$ cat config.mk
export PLATFORM = sky130hd
export DESIGN_NAME = dds_phase_accum
export DESIGN_NICKNAME = d
export VERILOG_FILES = /design/src/rtl/dds_phase_accum.sv
export SDC_FILE = /design/constraint.sdc
export NUM_CORES = 1
export LEC_CHECK = 0
export CORE_MARGIN = 5
export CORE_UTILIZATION = 55
export CTS_CLUSTER_DIAMETER = 50
export DETAILED_ROUTE_END_ITERATION = 16
export GPL_TIMING_DRIVEN = 1
export MAX_ROUTING_LAYER = met4
export PLACE_DENSITY_LB_ADDON = 0.1
export SYNTH_ARGS = -nofsm -noshare
export SYNTH_HDL_FRONTEND = slang
export SYNTH_SLANG_ARGS = --single-unit
$ cat constraint.sdc
create_clock -name clk -period 3.2 [get_ports clk]
set_clock_uncertainty 0.1 [all_clocks]
set_input_delay 0.64 -clock clk [delete_from_list [all_inputs] [get_ports clk]]
set_output_delay 0.64 -clock clk [all_outputs]
set_load 0.01 [all_outputs]
$ cat src/rtl/dds_phase_accum.sv
// Phase accumulator with a prescaled tick, a double-buffered nibble-loaded tuning word and a
// registered LUT read port. Define DDS_QUARTER_WAVE_EN for quarter-wave LUT addressing.
module dds_phase_accum #(
    parameter int unsigned ACC_W = 16,
    parameter int unsigned AW    = 4,
    parameter int unsigned DIV_W = 8
) (
    input  logic             clk,
    input  logic             rst,
    input  logic             en,
    input  logic [DIV_W-1:0] div,
    input  logic [3:0]       tw_nib,
    input  logic             tw_valid,
    input  logic             tw_start,
    output logic             tw_ready,
    output logic [AW-1:0]    lut_ra,
    output logic             lut_re,
    output logic             wrap,
    output logic             sign
);

    localparam int unsigned NIBS = ACC_W / 4;
    localparam int unsigned NCW  = $clog2(NIBS + 1);

    typedef enum logic [1:0] {StIdle, StShift, StPend} load_st_e;

    load_st_e         state_q, state_d;
    logic [NCW-1:0]   nib_cnt_q, nib_cnt_d;
    logic [ACC_W-1:0] shadow_q, shadow_d;
    logic [ACC_W-1:0] active_q, active_d;
    logic [ACC_W-1:0] phase_q;
    logic [DIV_W-1:0] cnt_q;
    logic             tick;
    logic [ACC_W:0]   sum;
    logic [AW-1:0]    ra_next;
    logic             sign_next;

    // >= rather than == so that lowering div mid-count ticks immediately
    assign tick = en && (cnt_q >= div);
    assign sum  = {1'b0, phase_q} + {1'b0, active_q};

`ifdef DDS_QUARTER_WAVE_EN
    logic [1:0]    quad;
    logic [AW-1:0] qa;

    assign quad      = sum[ACC_W-1:ACC_W-2];
    assign qa        = sum[ACC_W-3 -: AW];
    // Odd quadrants walk the quarter-sine table backwards
    assign ra_next   = quad[0] ? ~qa : qa;
    assign sign_next = quad[1];
`else
    assign ra_next   = sum[ACC_W-1 -: AW];
    assign sign_next = 1'b0;
`endif

    assign tw_ready = rst || (state_q != StPend);

    always_comb begin
        state_d   = state_q;
        nib_cnt_d = nib_cnt_q;
        shadow_d  = shadow_q;
        active_d  = active_q;
        if (tw_start) begin
            // Restart discards any pending commit; a concurrent nibble becomes nibble 0
            nib_cnt_d = '0;
            state_d   = StIdle;
            if (tw_valid) begin
                shadow_d  = {shadow_q[ACC_W-5:0], tw_nib};
                nib_cnt_d = NCW'(1);
                state_d   = StShift;
            end
        end else begin
            case (state_q)
                StIdle, StShift: begin
                    if (tw_valid) begin
                        shadow_d = {shadow_q[ACC_W-5:0], tw_nib};
                        if (nib_cnt_q == NCW'(NIBS - 1)) begin
                            nib_cnt_d = '0;
                            state_d   = StPend;
                        end else begin
                            nib_cnt_d = nib_cnt_q + 1'b1;
                            state_d   = StShift;
                        end
                    end
                end
                StPend: begin
                    if (tick) begin
                        active_d = shadow_q;
                        state_d  = StIdle;
                    end
                end
                default: state_d = StIdle;
            endcase
        end
    end

    always_ff @(posedge clk) begin
        if (rst) begin
            state_q   <= StIdle;
            nib_cnt_q <= '0;
            shadow_q  <= '0;
            active_q  <= '0;
            phase_q   <= '0;
            cnt_q     <= '0;
            lut_ra    <= '0;
            lut_re    <= 1'b0;
            wrap      <= 1'b0;
            sign      <= 1'b0;
        end else begin
            state_q   <= state_d;
            nib_cnt_q <= nib_cnt_d;
            shadow_q  <= shadow_d;
            active_q  <= active_d;
            if (tick) begin
                cnt_q   <= '0;
                phase_q <= sum[ACC_W-1:0];
                lut_ra  <= ra_next;
                sign    <= sign_next;
                lut_re  <= 1'b1;
                wrap    <= sum[ACC_W];
            end else begin
                if (en) begin
                    cnt_q <= cnt_q + 1'b1;
                end
                lut_re <= 1'b0;
                wrap   <= 1'b0;
            end
        end
    end

endmodule
* Word level (Yosys, flattened, before mapping)
Cells that the tools add are included.
Cells by class: $add $sub $neg 3, $lt $le $gt $ge 1, eq/ne operators 6, mux-type cells 15, bitwise gates (word level) 2, reduce and logical (&&, ||, !) cells 11
Operators with widths (number):
- 2-to-1 mux 16 bit | 3
- adder 16 x 16 -> 17 bit | 1
- 2-to-1 mux 3 bit | 4
- adder 8 x 1 -> 8 bit (second input constant) | 1
- >= comparator 8 bit | 1
- 2-to-1 mux 2 bit | 4
- inequality test 3 bit (second input constant) | 2
- OR reduction 2 bit | 3
- case mux 2 bit (2 select lines) | 1
- AND reduction 2 bit | 2
- nonzero test 2 bit | 2
- adder 3 x 1 -> 3 bit (second input constant) | 1
- equality test 3 x 2 -> 1 bit (second input constant) | 1
- 2-to-1 mux 1 bit | 3
- AND reduction 3 bit | 1
- equality test 2 x 1 -> 1 bit (second input constant) | 1
- equality test 2 bit (second input constant) | 1
- zero test 2 bit | 1
- inequality test 2 bit (second input constant) | 1
- NOT 1 bit | 2
- logical AND 1 bit | 1
- logical OR 1 bit | 1
Storage, ports and cells: bits in registers 67, bits of input ports 17, output and inout bits 8, logic and storage cells 47

* Longest topological paths before layout
Gate-level depths: netlist of run 1.
word-level depth 5, depth in mapped cells 10, gate-level depth less buffers 8

* Worst setup path after synthesis of run 1
Ideal clock, no wire load.
path type input to register, from input port div[6], to register active_q[13], library setup time 0.128 ns, data arrival time 2.297 ns, required time 2.972 ns, setup slack 0.676 ns, stages 10, path buffers 2, path through inv_1 ha_1 a21o_1 a211o_1 a211oi_2 nor3b_1 buf_2 buf_2 mux2i_1 nor2_1
On the way: word-level cells in the longest chain between the ends 3
RTL lines:
- start: declaration | line 11 | input logic [DIV_W-1:0] div,
- >= comparator 8 bit | line 39 | assign tick = en && (cnt_q >= div);
- logical AND 1 bit | line 39
- AND reduction 3 bit (no line)
- end signal: assignment | line 113 | active_q <= active_d;
- end: declaration | line 30 | logic [ACC_W-1:0] active_q, active_d;
Every way passes these cells. A chain may end at the register's enable or synchronous reset.

* Final worst setup path of run 1
from input port div[6], to register phase_q[9]
On the way: word-level cells in the longest chain between the ends 2
RTL lines:
- >= comparator 8 bit | line 39
- logical AND 1 bit | line 39
- end signal: assignment | line 116 | phase_q <= sum[ACC_W-1:0];
- end: declaration | line 31 | logic [ACC_W-1:0] phase_q;
Every way passes these cells.

==> impl_metrics.py, run 1 <==
metrics = {
    "global_routing": {
        "grt_max_degree": 63,
        "first_global_vias": 2547,
        "antenna_found_initial": 0,
        "use_met3_pct": 3.91,
        "grt_overflow": 0,
        "grt_first_pass_wirelength_mm": 11.8,
        "met2_usage_pct": 30.5,
        "grtUsageMet1_pct": 25.9,
        "track_usage_pct": 20.0,
        "grt-busiest-layer": "met2",
    },
    "power": {
        "power_density_nw_per_um2": 410,
        "finalPower_mw": 1.58,
        "leakage_nw": 1.60,
        "ir_drop_mv": 0.266,
    },
    "placed_design": {
        "pre_cts_ws_ns": 0.0447,
        "port_buffers": 23,
        "dpl.hpwl_mm": 4.90,
        "place_inst": 466,
        "routabilityCongestion": 0.875,
    },
    "synthesis": {
        "ys_ff_latch": 63,
        "synth-edff-count": 0,
        "yosys_warnings": 0,
        "synth.distinct_cells": 56,
        "syn_avg_cell_area_sq_um": 8.82,
        "async_flop_share_pct": 0,
        "ys.flop_type": "dfxtp_1",
        "netlist_area_sq_um": 3400,
        "synth_fp_nets": 429,
        "ys_seq_area_share_pct": 37.1,
        "syn-instance-count": 385,
    },
    "finish": {
        "final_cell_mix": "dfxtp_1 (63), nor2_1 (55), mux2i_1 (34)",
        "diodes": 0,
        "drive_above_1_share_pct": 8.13,
        "final_common_cell": "dfxtp_1",
        "area_growth_pct": 13.4,
        "fill_cells": 521,
        "instances_no_fill": 481,
        "nNetsFinal": 446,
    },
    "detailed_routing": {
        "wl_mm": 6.73,
        "vias_per_cell": 5.68,
        "drt-pass1-iter-count": 4,
        "wl_per_cell_um": 14.0,
        "drc": 0,
        "drt_iter0_drc": 111,
        "vias": 2730,
        "ant_nets": 0,
    },
    "clock_tree": {
        "clock-sinks": 63,
        "cts_tree": "yes",
        "postCtsSetupRepairBufs": 0,
        "cts.repair.resized": 0,
        "clock_latency_ns": 0.34,
        "clockBufferDepth": 2,
        "cts_made_buffers": 9,
        "htree_levels": 3,
        "clkSlewWorstSetupHoldPaths_ns": 0.07,
        "cts_root_buffer": "clkbuf_8",
        "cts_hold_buf": 0,
    },
    "timing": {
        "finalMaxSlewViolations": 0,
        "fin_tns_setup_ns": 0,
        "worst_slack_ns": 0.394,
        "timing.final.crit_period_ns": 2.81,
        "rsz0062_at_grt": "false",
        "tightest_slew_ns": 0.642,
        "setup-violations-final": 0,
        "fmax_mhz": 356,
        "max_slew_margin_pct": 57.2,
        "fin_crit_sh_pct": 87.7,
        "hold_viol": 0,
    },
    "job": {
        "maxCapViolations": 0,
    },
    "die": {
        "ios": 25,
        "rows": 28,
        "die_area_sq_um": 7850,
        "start_util_pct": 57.0,
        "fp.dieH_um": 88.6,
        "core_area_sq_um": 5960,
        "die_width_um": 88.6,
    },
    "critical_path": {
        "cp_cell_sequence": "clkdlybuf4s50_1 > inv_1 > ha_1 > a21o_1 > a211o_1 > a211oi_2 > or2_2 > buf_4 > a2111o_1 > nand3_1",
        "crit_type": "primary input to register",
        "cp.required_ns": 3.32,
        "critPathLaunchType": "primary input",
        "critPathCaptureType": "register",
        "crit_arrival_ns": 2.93,
        "cpMaxStageDelayCell": "clkdlybuf4s50_1",
        "worst-path-buf-inv": 3,
        "reg2reg_from": "phase_q[0]",
        "cp_top_family": "compound AO/OA/AOI/OAI gates",
        "rrSetupSlack_ns": 0.60,
        "cp_max_fo": 12,
        "cp-startpoint": "div[6]",
        "max_stage_delay_ns": 0.45,
    },
    "worst_hold_path": {
        "hold_start": "phase_q[6]",
        "hold_class": "register to register",
    },
    "status": {
        "status": "finished, final reports clean",
    },
}
-- registers in the layout, summed over array words and instances (netlist names) --
signal,count
phase_q,12
nib_cnt_q,3
cnt_q,8
lut_ra,4
active_q,16
state_q,2
shadow_q,16
wrap,1
lut_re,1
-- path summary, 6_finish.rpt --
kind                end  cells past startpoint
min          phase_q[6]                      2
max reg2reg   lut_ra[2]                      7
max          phase_q[9]                     10
min reg2reg  phase_q[6]                      2
-- synthesized netlist by cell type, types with 2 or more instances --
| master | instances | area (sq um) |
|---|---|---|
| nor4b_1 | 2 | 17.5 |
| o21a_1 | 3 | 22.5 |
| buf_1 | 2 | 7.51 |
| o31ai_1 | 2 | 15.0 |
| and3_1 | 2 | 12.5 |
| a2111oi_0 | 2 | 17.5 |
| buf_4 | 5 | 37.5 |
| clkbuf_1 | 9 | 33.8 |
| nor2_1 | 55 | 206 |
| inv_1 | 14 | 52.6 |
| or4_1 | 3 | 22.5 |
| or2_2 | 2 | 12.5 |
| o2111ai_1 | 2 | 17.5 |
| xor2_1 | 4 | 35.0 |
| mux2i_1 | 34 | 340 |
| nand2b_1 | 2 | 12.5 |
| o211ai_1 | 3 | 22.5 |
| a211oi_1 | 4 | 30.0 |
| nand4_1 | 4 | 25.0 |
| nor2b_1 | 3 | 18.8 |
| nand2_1 | 25 | 93.8 |
| o21ai_1 | 2 | 10.0 |
| nor3b_1 | 3 | 22.5 |
| a21oi_1 | 18 | 90.1 |
| or3_1 | 2 | 12.5 |
| nand3_1 | 11 | 55.1 |
| o21ai_0 | 9 | 45.0 |
| a21o_1 | 5 | 37.5 |
| buf_2 | 7 | 35.0 |
| ha_1 | 26 | 325 |
| nor3_1 | 20 | 100 |
| a2111o_1 | 2 | 22.5 |
| xnor2_1 | 9 | 78.8 |
| o21bai_1 | 2 | 15.0 |
| dfxtp_1 | 63 | 1260 |
| a211o_1 | 4 | 35.0 |
-- worst register-to-register path, stage by stage, from the launching register on --
cell	delay, ns
dfxtp_1	0.32
ha_1	0.21
fa_1	0.42
a211oi_1	0.39
o21ai_0	0.20
nor4b_1	0.20
a211o_1	0.32
o311ai_0	0.33
-- power breakdown --
group | leakage (nW) | internal, mW | switching (mW) | total (mW)
Clock | 0.0985 | 0.397 | 0.289 | 0.686
Combinational | 0.988 | 0.0435 | 0.0444 | 0.0879
Sequential | 0.509 | 0.795 | 0.00976 | 0.805
Total | 1.60 | 1.24 | 0.343 | 1.58
-- metal layers --
layer	up-vias	part of all wire, %
met5	-	0
met4	0	1.6
li1	1403	-
met1	1286	50
met2	31	45
met3	10	3.0
-- final cells by class --
class                   instances  area [sq um]  share of cell area (%)
clock buffers                  12           155                    4.03
clock inverters                 3          42.5                    1.10
inverters                      14          52.6                    1.36
multi-input cells             285          1980                    51.3
flip-flops and latches         63          1260                    32.7
well taps                      75          93.8                    2.44
repair buffers                 29           270                    7.02
-- cells by family after synthesis --
group           after synthesis  synth area share (%)
fa+ha+maj                    27                  10.2
xor+xnor                     13                  3.35
other cells                   1                 0.110
compound gates               67                  14.2
flops                        63                  37.1
mux                          34                  10.0
buf+inv                      37                  4.90
simple gates                143                  20.1
-- per-stage QoR --
stage	util [%]	hold slack, ns	instance area (sq um)
final	64.7	0.356	3850
after global routing	64.7	0.382	3850
after CTS	64.7	0.360	3850
after detailed placement	61.4	0.350	3650
after global placement	61.4	0.342	3650
after floorplan	-	0.336	3400
Note: power is estimated with default switching activity, not from simulation.
==> inputs of run 2 (changes only) <==
--- a/config.mk
+++ b/config.mk
@@ -6,7 +6,7 @@
 export NUM_CORES = 1
 export LEC_CHECK = 0
 export CORE_MARGIN = 5
-export CORE_UTILIZATION = 55
+export CORE_UTILIZATION = 53
 export CTS_CLUSTER_DIAMETER = 50
 export DETAILED_ROUTE_END_ITERATION = 16
 export GPL_TIMING_DRIVEN = 1
==> constraint.sdc (replaced) <==
create_clock -name clk -period 2.54 [get_ports clk]
set_clock_uncertainty 0.1 [all_clocks]
set_input_delay 0.508 -clock clk [delete_from_list [all_inputs] [get_ports clk]]
set_output_delay 0.508 -clock clk [all_outputs]
set_load 0.01 [all_outputs]
==> impl_metrics.py, run 2 (synthesized netlist as in run 1, its figures left out) <==
metrics = {
    "status": {
        "status": "finished, final reports clean",
    },
    "die": {
        "die_width_um": 90.0,
        "ios": 25,
        "fp.dieH_um": 90.0,
        "rows": 29,
        "core_area_sq_um": 6280,
        "start_util_pct": 54.1,
        "die_area_sq_um": 8110,
    },
    "detailed_routing": {
        "drt-pass1-iter-count": 5,
        "wl_mm": 7.04,
        "drt_iter0_drc": 157,
        "wl_per_cell_um": 14.2,
        "vias_per_cell": 5.58,
        "ant_nets": 0,
        "drc": 0,
        "vias": 2770,
    },
    "clock_tree": {
        "cts_root_buffer": "clkbuf_8",
        "clock_latency_ns": 0.34,
        "cts_tree": "yes",
        "cts_hold_buf": 0,
        "clockBufferDepth": 2,
        "cts_made_buffers": 9,
        "htree_levels": 3,
        "clock-sinks": 63,
        "clkSlewWorstSetupHoldPaths_ns": 0.07,
    },
    "finish": {
        "area_growth_pct": 18.9,
        "multi_input_area_sq_um": 2010,
        "diodes": 0,
        "reg_top3": "active_q x16, shadow_q x16, phase_q x12",
        "ff_latch_area_sq_um": 1260,
        "fill_cells": 545,
        "final_common_cell": "dfxtp_1",
        "drive_above_1_share_pct": 12.6,
        "final_cell_mix": "dfxtp_1 (63), nor2_1 (55), mux2i_1 (34)",
        "nNetsFinal": 458,
        "postLayoutCoreUtil_pct": 64.3,
    },
    "global_routing": {
        "track_usage_pct": 18.0,
        "grt_max_degree": 62,
        "first_global_vias": 2578,
        "grt_overflow": 0,
        "grt_first_pass_wirelength_mm": 11.9,
        "antenna_found_initial": 0,
    },
    "placed_design": {
        "routabilityCongestion": 0.822,
        "pre_cts_ws_ns": -0.342,
        "port_buffers": 23,
        "dpl.hpwl_mm": 4.94,
    },
    "timing": {
        "tightest_slew_ns": 0.627,
        "timing.final.crit_period_ns": 2.49,
        "worst_slack_ns": 0.0515,
        "fmax_mhz": 402,
        "max_slew_margin_pct": 58.2,
        "timing.hold.ws_ns": 0.357,
        "fin_crit_sh_pct": 98.0,
        "hold_viol": 0,
        "finalMaxSlewViolations": 0,
        "setup-violations-final": 0,
    },
    "power": {
        "clock_power_share_pct": 42.2,
        "comb_power_share_pct": 6.1,
        "ir_drop_mv": 0.352,
        "leakage_nw": 1.69,
        "finalPower_mw": 1.96,
        "switching_share_pct": 23.6,
        "internal_power_mw": 1.50,
        "net-switching-power_mw": 0.463,
        "power_density_nw_per_um2": 485,
        "power_frac_seq_pct": 51.7,
    },
    "critical_path": {
        "cp.required_ns": 2.64,
        "max_stage_delay_ns": 0.46,
        "critPathLaunchType": "primary input",
        "crit_type": "primary input to register",
        "cp_cell_sequence": "clkdlybuf4s50_1 > inv_1 > ha_1 > a211o_1 > a211oi_2 > buf_4 > nor3b_4 > clkbuf_16 > mux2i_1 > nor2_1",
        "cp_max_fo": 8,
        "crit_arrival_ns": 2.59,
        "cpMaxStageDelayCell": "clkdlybuf4s50_1",
        "critPathCaptureType": "register",
    },
    "worst_hold_path": {
        "hold_class": "register to register",
    },
    "job": {
        "maxCapViolations": 0,
    },
}
run 2: worst paths after layout:
path	cells after the start	to	slack, ns	startpoint
hold / removal	2	phase_q[6]	0.36	phase_q[6]
hold reg to reg	2	phase_q[6]	0.36	phase_q[6]
setup / recovery	10	active_q[4]	0.05	div[7]
setup reg to reg	8	wrap	0.13	active_q[0]
run 2: cell type report:
class                           count  area share (%)
Tap cell                           77            2.39
Inverter                           14            1.30
Clock inverter                      4           0.713
Sequential cell                    63            31.2
Timing Repair Buffer               41            10.4
Multi-Input combinational cell    285            49.9
Clock buffer                       12            4.09
run 2: per-stage QoR:
step	cells	TNS [ns]	instance area (sq um)
after CTS	494	0	3960
after floorplan	385	0	3400
final	496	0	4040
after global placement	478	-8.08	3770
after global routing	496	-0.0269	4040
after detailed placement	478	-11.21	3770
run 2: worst max-delay path: cells and delay by family:
| kind | cells | cell delay [ns] |
|---|---|---|
| adder cells (fa/ha/maj) | 1 | 0.30 |
| AND/OR/NAND/NOR | 2 | 0.11 |
| AO/OA/AOI/OAI | 2 | 0.65 |
| multiplexers | 1 | 0.16 |
| buffers and inverters | 4 | 0.86 |
run 2: repair_timing:
action	CTS	global route
gates resized for setup	0	10
setup endpoints to repair	0	26
buffers inserted	0	1
run 2: power groups by stage:
stage | sequential, mW | combinational (mW) | clock (mW)
finish | 1.01 | 0.120 | 0.826
detailed placement | 1.04 | 0.117 | 0
floorplan | 1.03 | 0.0744 | 0
CTS | 1.01 | 0.118 | 0.849
global route | 1.01 | 0.134 | 0.902
global placement | 1.04 | 0.115 | 0
run 2: routing by layer:
| metal | vias up | share of wire, % | track usage (%) |
|---|---|---|---|
| li1 | 1429 | - | - |
| met1 | 1278 | 49 | 22.6 |
| met2 | 56 | 45 | 28.2 |
| met3 | 7 | 4.4 | 4.92 |
| met4 | 0 | 1.3 | 5.96 |
| met5 | - | 0 | - |
